**src/rtl/signed_int_to_float_seq_if.sv**
```systemverilog
// Valid/ready handshake bundle for the int-to-float converter: operand in, IEEE-754 single out.
interface signed_int_to_float_seq_if;
  logic [31:0] signed_int_val;
  logic        in_valid;
  logic        in_ready;
  logic [31:0] FP_val;
  logic        out_valid;
  logic        out_ready;

  modport master (
    output signed_int_val,
    output in_valid,
    input  in_ready,
    input  FP_val,
    input  out_valid,
    output out_ready
  );

  modport slave (
    input  signed_int_val,
    input  in_valid,
    output in_ready,
    output FP_val,
    output out_valid,
    input  out_ready
  );
endinterface

```
**src/rtl/signed_int_to_float_seq.sv**
```systemverilog
// Sequential 32-bit signed integer to IEEE-754 single converter, one normalising shift per cycle.
// Optional INT2FP_ROUND_NEAREST_EN selects round-to-nearest-even; default build truncates toward zero.
module signed_int_to_float_seq (
  input  logic                      clk,
  input  logic                      rst,
  signed_int_to_float_seq_if.slave  bus
);
  typedef enum logic [1:0] {IDLE, NORM, PACK, DONE} state_t;

  state_t      state_reg, state_next;
  logic [31:0] sh_reg, sh_next;
  logic [4:0]  cnt_reg, cnt_next;
  logic        sign_reg, sign_next;
  logic [31:0] fp_reg, fp_next;

  logic [7:0]  exp_raw;
  logic [30:0] mag_trunc;
  logic [30:0] mag_packed;

  // Exponent and mantissa travel as one 31-bit field so a rounding carry ripples into the exponent.
  assign exp_raw   = 8'd158 - {3'b000, cnt_reg};
  assign mag_trunc = {exp_raw, sh_reg[30:8]};

`ifdef INT2FP_ROUND_NEAREST_EN
  logic guard_bit, sticky_bit, round_up;
  assign guard_bit  = sh_reg[7];
  assign sticky_bit = |sh_reg[6:0];
  assign round_up   = guard_bit & (sticky_bit | sh_reg[8]);
  assign mag_packed = mag_trunc + {30'd0, round_up};
`else
  assign mag_packed = mag_trunc;
`endif

  always_comb begin
    state_next = state_reg;
    sh_next    = sh_reg;
    cnt_next   = cnt_reg;
    sign_next  = sign_reg;
    fp_next    = fp_reg;
    case (state_reg)
      IDLE: begin
        if (bus.in_valid) begin
          sign_next  = bus.signed_int_val[31];
          // Negating -2^31 wraps back to 0x80000000, which is the correct magnitude unsigned.
          sh_next    = bus.signed_int_val[31] ? (~bus.signed_int_val + 32'd1)
                                              : bus.signed_int_val;
          cnt_next   = '0;
          state_next = NORM;
        end
      end
      NORM: begin
        if (sh_reg[31] || (sh_reg == 32'd0)) begin
          state_next = PACK;
        end else begin
          sh_next  = sh_reg << 1;
          cnt_next = cnt_reg + 5'd1;
        end
      end
      PACK: begin
        // Zero always packs as +0 regardless of the captured sign.
        fp_next    = (sh_reg == 32'd0) ? 32'd0 : {sign_reg, mag_packed};
        state_next = DONE;
      end
      DONE: begin
        if (bus.out_ready) state_next = IDLE;
      end
      default: state_next = IDLE;
    endcase
  end

  always_ff @(posedge clk) begin
    if (rst) begin
      state_reg <= IDLE;
      sh_reg    <= '0;
      cnt_reg   <= '0;
      sign_reg  <= 1'b0;
      fp_reg    <= '0;
    end else begin
      state_reg <= state_next;
      sh_reg    <= sh_next;
      cnt_reg   <= cnt_next;
      sign_reg  <= sign_next;
      fp_reg    <= fp_next;
    end
  end

  assign bus.in_ready  = (state_reg == IDLE);
  assign bus.out_valid = (state_reg == DONE);
  assign bus.FP_val    = fp_reg;
endmodule

```
**src/flat_wrapper.sv**
```systemverilog
// flat-port wrapper written by rule: the top's interface ports become plain ports
module signed_int_to_float_seq_flat 
  (clk, rst, bus_signed_int_val, bus_in_valid, bus_in_ready, bus_FP_val, bus_out_valid, bus_out_ready);
  signed_int_to_float_seq_if bus_i ();
  input  logic clk;
  input  logic rst;
  input wire logic [$bits(bus_i.signed_int_val)-1:0] bus_signed_int_val;
  input wire logic [$bits(bus_i.in_valid)-1:0] bus_in_valid;
  output wire logic [$bits(bus_i.in_ready)-1:0] bus_in_ready;
  output wire logic [$bits(bus_i.FP_val)-1:0] bus_FP_val;
  output wire logic [$bits(bus_i.out_valid)-1:0] bus_out_valid;
  input wire logic [$bits(bus_i.out_ready)-1:0] bus_out_ready;
  assign bus_i.signed_int_val = bus_signed_int_val;
  assign bus_i.in_valid = bus_in_valid;
  assign bus_in_ready = bus_i.in_ready;
  assign bus_FP_val = bus_i.FP_val;
  assign bus_out_valid = bus_i.out_valid;
  assign bus_i.out_ready = bus_out_ready;
  signed_int_to_float_seq u_core (.clk(clk), .rst(rst), .bus(bus_i));
endmodule
```
**config.mk**
```make
export PLATFORM = sky130hd
export DESIGN_NAME = signed_int_to_float_seq_flat
export DESIGN_NICKNAME = d
export VERILOG_FILES = /design/src/rtl/signed_int_to_float_seq_if.sv /design/src/rtl/signed_int_to_float_seq.sv /design/src/flat_wrapper.sv
export SDC_FILE = /design/constraint.sdc
export NUM_CORES = 1
export LEC_CHECK = 0
export CORE_ASPECT_RATIO = 0.6
export CORE_UTILIZATION = 40
export CTS_CLUSTER_SIZE = 14
export DETAILED_ROUTE_END_ITERATION = 8
export PLACE_DENSITY = 0.73
export SYNTH_ARGS = -nofsm -noshare
export SYNTH_HDL_FRONTEND = slang
export SYNTH_SLANG_ARGS = --single-unit
```
**constraint.sdc**
```tcl
create_clock -name clk -period 4 [get_ports clk]
set_clock_uncertainty 0.15 [all_clocks]
set_input_delay 0.8 -clock clk [delete_from_list [all_inputs] [get_ports clk]]
set_output_delay 0.8 -clock clk [all_outputs]
set_load 0.01 [all_outputs]
```
==> qor.csv <==
metric;value;unit
holdPathStages;2;
instances_no_fill;661;
fin_crit_sh;0.802;
hold_class;flip-flop to flip-flop;
max_freq;0.312;GHz
drive_above_1_share;0.0659;
grt_max_degree;39;
synth_seq_area_share;0.381;
worstMarginPinSlew;686;ps
cp_max_fo;8;
cts_tree;yes;
tns;0;ps
async_flop_share;0;
drt_iter0_drc;319;
yosysUniqueCellTypes;43;
dieHeight;77.3;µm
cpMaxStageDelayCell;or4_1;
numCtsBuffers;9;
finalHoldViolCount;0;
outcome;complete, no violations;
via_per_inst;5.35;
vias;3538;
grt_pass1_wl;16.3;mm
place_congestion;0.826;
cp_data_required_time;4070;ps
setup_viol;0;
cpPeakStageDelay;740;ps
start_util;0.412;
synth-seq-cells;72;
gr-total-overflow;0;
leakage;1.61;nW
drcViolationCount;0;
post_dp_cell_area;4570;µm²
synth_nets;513;
cts_sinks;72;
power;3.06;mW
period_needed;3210;ps
critPathArrivalTime;3280;ps
clk-insertion-delay-late;330;ps
grt_usage;0.213;
ys.flop_type;dfxtp_1;
final_common_cell;nand2_1;
r2r-end;u_core.sh_reg[29]$_SDFFE_PP0P_;
final_nets;568;
power_density;633;nW/µm²
cts_hold_buf;0;
met3_usage;0.0566;
coreArea;9190;µm²
maxCapViolCount;0;
clk_path_buf_depth;2;
cts_resized;0;
slew_headroom;0.538;
netlist.area_leader.share;0.381;
ys_warn_count;0;
r2r_setup_slack;1210;ps
slew_viol_final;0;
wl_per_cell;15.3;µm
synth_edf_count;0;
busiest_layer;met1;
synth_area_leaders;dfxtp_1, nand2_1, mux2i_1, a21oi_1, xnor2_1;
htree_levels;3;
r2r-start;u_core.sh_reg[12]$_SDFFE_PP0P_;
ir_worst_vdd;0.354;mV
worst_r2r_path_depth;7;
num_rows;27;
synth_area;3780;µm²
final_area;4840;µm²
antenna_found_initial;0;
pre_cts_ws;466;ps
dpl.hpwl;7.18;mm
path_clk_slew;50;ps
min_to;u_core.sign_reg$_SDFFE_PP0P_;
num_antenna_cells;0;
met1_usage;0.320;
layout_common_cells;nand2_1, dfxtp_1, clkdlybuf4s50_1, a21oi_1, nor2_1;
post-cts-setup-buffers;0;
syn_to_final_growth;27.9;%
synth_cells;471;
port_buffers;69;
cts-root-buf;clkbuf_16;
wl;10.1;mm
met2_usage;0.289;
floorplan.die_area;9870;µm²
boundaryPins;70;
worst_slack;790;ps
critPathCaptureType;flip-flop;
critPathKind;input port to flip-flop;
holdCritStartpoint;u_core.sign_reg$_SDFFE_PP0P_;
crit_chain;clkdlybuf4s50_1 -> or4_1 -> or4b_4 -> nor3_2 -> or2b_2 -> xnor2_1 -> a221o_1;
start_kind;input port;
rsz0062_at_grt;no;
yosysTopAreaCell;dfxtp_1;
first_global_vias;3118;
placedCellCount;645;
final_antenna_net_count;0;
drtPass1Iterations;5;
die_w;128;µm
syn_area_per_cell;8.04;µm²
## power breakdown
group / internal, mW / total, mW / switching (mW)
Combinational: 0.516 / 1.26 / 0.747
Clock: 0.432 / 0.724 / 0.292
Sequential: 0.904 / 1.08 / 0.171
## layer usage
layer / share of wire / vias to the layer above
li1: - / 1772
met1: 0.51 / 1608
met2: 0.39 / 146
met3: 0.088 / 12
met4: 0.014 / 0
met5: 0 / -
## synthesized netlist by cell type (all sizes together), types with 6 or more instances
master / count
ha: 6
nor4: 11
nor3: 6
xor2: 14
o211ai: 14
nand2: 77
nor2: 36
o21ai: 27
o41ai: 10
nand2b: 17
inv: 7
clkbuf: 31
mux2i: 25
o31ai: 8
a21oi: 39
or3: 8
xnor2: 16
dfxtp: 72
## worst max-delay path by stage
stage / start / end / slack (ps) / cells past startpoint
3_3_place_gp: bus_signed_int_val[2] / u_core.sh_reg[29]$_SDFFE_PP0P_ / 530 / 7
2_1_floorplan: bus_signed_int_val[10] / u_core.sh_reg[29]$_SDFFE_PP0P_ / 1090 / 7
6_report: bus_signed_int_val[2] / u_core.sh_reg[29]$_SDFFE_PP0P_ / 790 / 7
3_5_place_dp: bus_signed_int_val[2] / u_core.sh_reg[29]$_SDFFE_PP0P_ / 470 / 7
5_1_grt: bus_signed_int_val[2] / u_core.sh_reg[29]$_SDFFE_PP0P_ / 710 / 7
4_1_cts: bus_signed_int_val[2] / u_core.sh_reg[29]$_SDFFE_PP0P_ / 810 / 7
## critical path, delay by kind of cell
family,cells,cell delay (ps)
buffers and inverters,1,480
xor gates and xnor gates,1,50
AOI/OAI and AO/OA,1,340
and+or+nand+nor,4,1600
## cell families after synthesis
group                    Yosys count  synth area share
buffers and inverters             41            0.0410
adder cells (fa/ha/maj)            6            0.0198
XOR/XNOR                          30            0.0694
AND/OR/NAND/NOR                  187             0.241
multiplexers                      25            0.0661
AO/OA/AOI/OAI                    110             0.182
flip-flops                        72             0.381
## cell type report
cell class	instances	area [µm²]
repair buffers	78	753
clock inverters	4	20.0
well taps	130	163
inverters	7	26.3
flip-flops and latches	72	1440
multi-input cells	358	2190
clock buffers	12	246
fillers	888	4350
## per-stage QoR
step / hold slack (ps) / util
CTS: 316 / 0.527
global route: 328 / 0.527
global placement: 298 / 0.498
detailed placement: 309 / 0.498
finish: 310 / 0.527
floorplan: 286 / -
No activity file was read; power rests on OpenSTA's default activity.
